File: src/rtl/fc_neuron_acc.sv
// -----------------------------------------------------------------------------
// fc_neuron_acc
//   Multiply-accumulate front end for one neuron of a fully-connected layer.
//   A start pulse loads the bias, pre-shifted into the accumulator's fixed-point
//   format. The caller then streams N_IN data/weight beats on in_valid, and
//   each beat adds the full-precision signed product to the accumulator. After
//   the last beat, one OUT cycle drops the FRAC_W fractional bits, which floors
//   the sum toward -inf. It then registers the OUT_W-bit result with an
//   overflow flag and pulses out_ena for one cycle. The result feeds the
//   sigmoid stage (ena / sigmoid_in).
//
//   Optional feature macro: FC_ACC_SAT_EN
//     defined   -> out_data saturates to the OUT_W signed range on overflow
//     undefined -> out_data is the low OUT_W bits of the sum (two's-complement wrap)
//     ovf is computed identically in both builds.
//
//   Assumes ACC_W - FRAC_W >= OUT_W and ACC_W >= DATA_W + WEIGHT_W,
//   ACC_W >= DATA_W + FRAC_W.
//
// Ports
//   clk        in   clock, rising edge
//   rst_n      in   asynchronous active-low reset
//   start      in   begin a neuron (sampled only in IDLE)
//   bias       in   signed bias, sampled with start
//   in_valid   in   in_data/in_weight beat valid (counted only in ACC)
//   in_data    in   signed activation
//   in_weight  in   signed weight
//   busy       out  high while accumulating or producing the output
//   out_ena    out  one-cycle pulse, out_data/ovf valid
//   out_data   out  signed rescaled sum, held until the next out_ena
//   ovf        out  rescaled sum outside the OUT_W signed range
// -----------------------------------------------------------------------------
module fc_neuron_acc #(
    parameter int DATA_W   = 16,
    parameter int WEIGHT_W = 16,
    parameter int FRAC_W   = 8,
    parameter int N_IN     = 64,
    parameter int ACC_W    = 48,
    parameter int OUT_W    = 32
) (
    input  logic                       clk,
    input  logic                       rst_n,
    input  logic                       start,
    input  logic signed [DATA_W-1:0]   bias,
    input  logic                       in_valid,
    input  logic signed [DATA_W-1:0]   in_data,
    input  logic signed [WEIGHT_W-1:0] in_weight,
    output logic                       busy,
    output logic                       out_ena,
    output logic signed [OUT_W-1:0]    out_data,
    output logic                       ovf
);

    localparam int PROD_W = DATA_W + WEIGHT_W;
    localparam int SUM_W  = ACC_W - FRAC_W;
    localparam int CNT_W  = (N_IN > 1) ? $clog2(N_IN) : 1;
    localparam logic [CNT_W-1:0] CNT_LAST = CNT_W'(N_IN - 1);

    typedef enum logic [1:0] {
        ST_IDLE = 2'd0,
        ST_ACC  = 2'd1,
        ST_OUT  = 2'd2
    } state_t;

    state_t                   state_q,    state_d;
    logic signed [ACC_W-1:0]  acc_q,      acc_d;
    logic [CNT_W-1:0]         cnt_q,      cnt_d;
    logic                     out_ena_q,  out_ena_d;
    logic signed [OUT_W-1:0]  out_data_q, out_data_d;
    logic                     ovf_q,      ovf_d;

    logic signed [PROD_W-1:0] prod;
    logic signed [ACC_W-1:0]  prod_ext;
    logic signed [ACC_W-1:0]  bias_ext;
    logic signed [SUM_W-1:0]  sum_s;
    logic [SUM_W-OUT_W:0]     sum_hi;
    logic                     sum_ovf;
    logic signed [OUT_W-1:0]  sum_conv;

    // Full double-precision product, sign-extended into the accumulator.
    assign prod     = in_data * in_weight;
    assign prod_ext = {{(ACC_W-PROD_W){prod[PROD_W-1]}}, prod};

    // Bias shares FRAC_W with the data, so it must be scaled up to the
    // product format (2*FRAC_W fractional bits) before it seeds the sum.
    assign bias_ext = {{(ACC_W-DATA_W-FRAC_W){bias[DATA_W-1]}}, bias, {FRAC_W{1'b0}}};

    // Dropping the low FRAC_W bits of a two's-complement value is an
    // arithmetic shift, i.e. a floor toward -inf.
    assign sum_s = acc_q[ACC_W-1:FRAC_W];

    // The value fits in OUT_W signed bits iff every bit from the OUT_W sign
    // position upward is a copy of the same sign.
    assign sum_hi  = sum_s[SUM_W-1:OUT_W-1];
    assign sum_ovf = !((&sum_hi) || (~|sum_hi));

`ifdef FC_ACC_SAT_EN
    always_comb begin
        sum_conv = sum_s[OUT_W-1:0];
        if (sum_ovf) begin
            sum_conv = sum_s[SUM_W-1] ? {1'b1, {(OUT_W-1){1'b0}}}
                                      : {1'b0, {(OUT_W-1){1'b1}}};
        end
    end
`else
    assign sum_conv = sum_s[OUT_W-1:0];
`endif

    always_comb begin
        state_d    = state_q;
        acc_d      = acc_q;
        cnt_d      = cnt_q;
        out_ena_d  = 1'b0;
        out_data_d = out_data_q;
        ovf_d      = ovf_q;
        case (state_q)
            ST_IDLE: begin
                if (start) begin
                    acc_d   = bias_ext;
                    cnt_d   = '0;
                    state_d = ST_ACC;
                end
            end
            ST_ACC: begin
                if (in_valid) begin
                    acc_d = acc_q + prod_ext;
                    cnt_d = cnt_q + 1'b1;
                    if (cnt_q == CNT_LAST) begin
                        state_d = ST_OUT;
                    end
                end
            end
            ST_OUT: begin
                out_data_d = sum_conv;
                ovf_d      = sum_ovf;
                out_ena_d  = 1'b1;
                state_d    = ST_IDLE;
            end
            default: begin
                state_d = ST_IDLE;
            end
        endcase
    end

    always_ff @(posedge clk or negedge rst_n) begin
        if (!rst_n) begin
            state_q    <= ST_IDLE;
            acc_q      <= '0;
            cnt_q      <= '0;
            out_ena_q  <= 1'b0;
            out_data_q <= '0;
            ovf_q      <= 1'b0;
        end else begin
            state_q    <= state_d;
            acc_q      <= acc_d;
            cnt_q      <= cnt_d;
            out_ena_q  <= out_ena_d;
            out_data_q <= out_data_d;
            ovf_q      <= ovf_d;
        end
    end

    assign busy     = (state_q != ST_IDLE);
    assign out_ena  = out_ena_q;
    assign out_data = out_data_q;
    assign ovf      = ovf_q;

endmodule

File: config.mk
export PLATFORM = sky130hd
export DESIGN_NAME = fc_neuron_acc
export DESIGN_NICKNAME = d
export VERILOG_FILES = /design/src/rtl/fc_neuron_acc.sv
export SDC_FILE = /design/constraint.sdc
export NUM_CORES = 1
export LEC_CHECK = 0
export ABC_AREA = 0
export CAP_MARGIN = 20
export CORE_MARGIN = 2
export CORE_UTILIZATION = 45
export DETAILED_ROUTE_END_ITERATION = 10
export MAX_ROUTING_LAYER = met4
export SLEW_MARGIN = 20
export SYNTH_ARGS = -nofsm -noshare
export SYNTH_HDL_FRONTEND = slang
export SYNTH_SLANG_ARGS = --single-unit
File: constraint.sdc
create_clock -name clk -period 6.1 [get_ports clk]
set_clock_uncertainty 0.2 [all_clocks]
set_input_delay 0.61 -clock clk [delete_from_list [all_inputs] [get_ports clk]]
set_output_delay 0.61 -clock clk [all_outputs]
set_load 0.01 [all_outputs]
==> out/metrics.cfg <==
[sta]
fin_setup_tns_ns = -7.95
min_period_ns = 6.70
worst_pin_slew_ns = 0.814
fin_crit_sh = 1.10
finalSetupViolCount = 24
layout_setup_ws_ns = -0.598
rsz0062_at_grt = yes
hold_viol_final = 0
drv_slew = 0
clock.fmax_mhz = 149
slew_headroom = 0.457

[detailed_routing]
vias = 13400
met2_length_mm = 23.5
drc = 0
firstDrtPassIters = 6
ant_nets = 0
met3_length_mm = 2.08
avgViaCountPerCell = 5.04
drtIter0Drc = 587
wirelength_mm = 47.6
wl_met1_mm = 20.2
top_layer = met4
wl_per_cell_um = 17.8

[clock_network]
cts.htree.levels = 3
cts_max_path_buffers = 2
cts_tree = yes
cts.sinks = 90
clk_pin_slew_ns = 0.08
numCtsBuffers = 9
cts_root_buffer = clkbuf_16
insertion_delay_ns = 0.37

[synthesis]
synth_edf_count = 0
synth_top_family_by_area = adder cells
ys_ff_latch = 90
synth-simple-area-share = 0.109
synthCells = 1788
seq_area_frac_synth = 0.130
synth.top_cell.area_share = 0.419
synthMuxAreaShare = 0.0214
synthesis.area_mm2 = 0.0173
synthArstFlopShare = 1.00
synthTopCellsByArea = fa_1 (42%), dfrtp_1 (13%), inv_1 (9.8%)
synth_fa_ha_area_frac = 0.514
syn_avg_cell_area_um2 = 9.68
synth.distinct_cells = 65
synth_top_cell_by_area = fa_1
syn_nets = 2334
synthTopCellsByCount = inv_1 (452), fa_1 (362), nand2_1 (149)
synth.most_common_cell = inv_1
synth_compound_area_frac = 0.0850
synth_xor_xnor_area_share = 0.0258
ys.flop_type = dfrtp_1
yosysWarnings = 0

[place]
place_area_mm2 = 0.0208
dp_hpwl_mm = 36.9
place.port_buffers = 86
gp_congestion = 0.886
dp.cells = 2554

[worst_setup_path]
cp.depth = 26
crit_buf_inv = 9
rr_worst_depth = 20
worstSetupPathType = in2reg
timing.rr.end = acc_q[41]$_DFFE_PN0P_
cp_top_family = adder cells
critPathMaxStageDelay_ns = 0.68
required_ns = 6.14
slowest_stage = fa_2
r2r_slack_ns = 0.43
path_common_cell = buf_6
timing.rr.start = acc_q[8]$_DFFE_PN0P_
end_kind = flop
startpoint_type = primary input
cp.arrival_ns = 6.74
worst-path-max-fanout = 4

[grt]
grt_pass1_wl_mm = 78.2
grt_max_degree = 63
grt-ovfl-total = 0
grt_pass1_vias = 14700
antenna_found_initial = 0
grt_usage = 0.261

[layout]
drive_gt1_frac = 0.282
stdcell_count = 2667
nFillCells = 3167
fin_util = 0.606
syn_to_final_growth_pct = 32.2
final_cell_area_mm2 = 0.0229
diodes = 0
fin_nets = 2697

[floorplanning]
die-area_mm2 = 0.0400
coreArea_mm2 = 0.0378
start_util = 0.458
io_pins = 87
die_w_um = 200
row_count = 71
chipHeight_um = 200

[job]
drv_cap = 0

[min_path]
hold_class = reg2reg
whs_endpoint = state_q[0]$_DFFE_PN0P_
min_from = state_q[1]$_DFFE_PN0P_
min_delay_path_depth = 1

[run_status]
violations = setup timing
status = finished, violations left

==> registers in the layout (all words and copies together), names as in the netlist <==
register  flops
acc_q        48
out_ena       1
cnt_q         6
state_q       2
ovf           1
out_data     32
==> cell type report <==
| cell class | count | area [µm²] | area share |
|---|---|---|---|
| Clock buffer | 9 | 225 | 0.00985 |
| Clock inverter | 7 | 67.6 | 0.00295 |
| Inverter | 452 | 1700 | 0.0743 |
| Multi-Input combinational cell | 1182 | 14000 | 0.613 |
| Sequential cell | 90 | 2250 | 0.0985 |
| Tap cell | 511 | 639 | 0.0279 |
| Timing Repair Buffer | 416 | 3970 | 0.173 |
==> layer usage <==
| metal | GRT usage | vias to the layer above |
|---|---|---|
| met4 | 0.0897 | 0 |
| met3 | 0.0281 | 89 |
| met1 | 0.334 | 6873 |
| li1 | - | 6160 |
| met2 | 0.437 | 316 |
| met5 | - | - |
==> cells in the final DEF, fill, tap and decap left out, types with 5 or more instances in the layout <==
master / n
a21oi_1: 44
o21ai_1: 10
fa_2: 26
a21oi_2: 13
inv_1: 418
dfrtp_1: 90
a22o_1: 6
clkdlybuf4s50_1: 54
o21ai_2: 5
mux2_2: 32
xnor2_1: 20
nor2_2: 7
nor2_1: 31
buf_6: 40
and2_1: 107
a21oi_4: 5
nand4_1: 12
xor2_1: 20
nand2_2: 16
nand2_1: 129
nand2b_1: 5
dlygate4sd2_1: 6
ha_4: 19
a22oi_1: 14
fa_1: 336
inv_2: 33
buf_12: 29
nand3_1: 13
a21o_1: 29
clkbuf_16: 10
ha_1: 111
buf_4: 264
buf_2: 5
o21bai_1: 7
and2_4: 18
o21ai_0: 40
==> metrics by stage <==
step	hold slack (ns)	worst slack, ns
CTS	0.244	-0.554
detailed placement	0.235	-1.39
floorplan	0.114	-0.810
finish	0.238	-0.598
global placement	0.229	-1.37
global route	0.278	-0.721
==> kinds of logic after synthesis <==
logic type | after synthesis
AND/OR/NAND/NOR | 379
AO/OA/AOI/OAI | 225
multiplexers | 33
adder cells (fa/ha/maj) | 494
buffers and inverters | 516
XOR/XNOR | 51
flip-flops | 90
==> timing repair <==
| action | CTS | global route |
|---|---|---|
| pin swaps | 137 | 90 |
| setup buffers | 68 | 22 |
| cloned | 9 | 1 |
| setup endpoints to repair | 34 | 32 |
| hold endpoints to repair | 28 | 0 |
| gates resized for setup | 258 | 91 |
| hold buffers | 1 | 0 |
==> worst reg2reg max path, delay by kind of cell (launching register included) <==
family / cells / cell delay, ns
AOI/OAI and AO/OA: 7 / 0.97
muxes: 1 / 0.23
and+or+nand+nor: 2 / 0.72
DFF: 1 / 0.42
adders and majority gates: 6 / 2.58
buffers and inverters: 4 / 0.41
==> worst max path at each step <==
| stage | startpoint | to |
|---|---|---|
| 6_report | in_weight[3] | acc_q[39]$_DFFE_PN0P_ |
| 5_1_grt | in_weight[3] | acc_q[39]$_DFFE_PN0P_ |
| 4_1_cts | in_data[15] | acc_q[41]$_DFFE_PN0P_ |
| 2_1_floorplan | in_data[15] | acc_q[47]$_DFFE_PN0P_ |
| 3_3_place_gp | in_weight[6] | acc_q[40]$_DFFE_PN0P_ |
| 3_5_place_dp | in_weight[6] | acc_q[40]$_DFFE_PN0P_ |
Power is left out: the tool's default activity adds up to more than one toggle a clock period on the data nets, which glitch-free logic cannot reach.
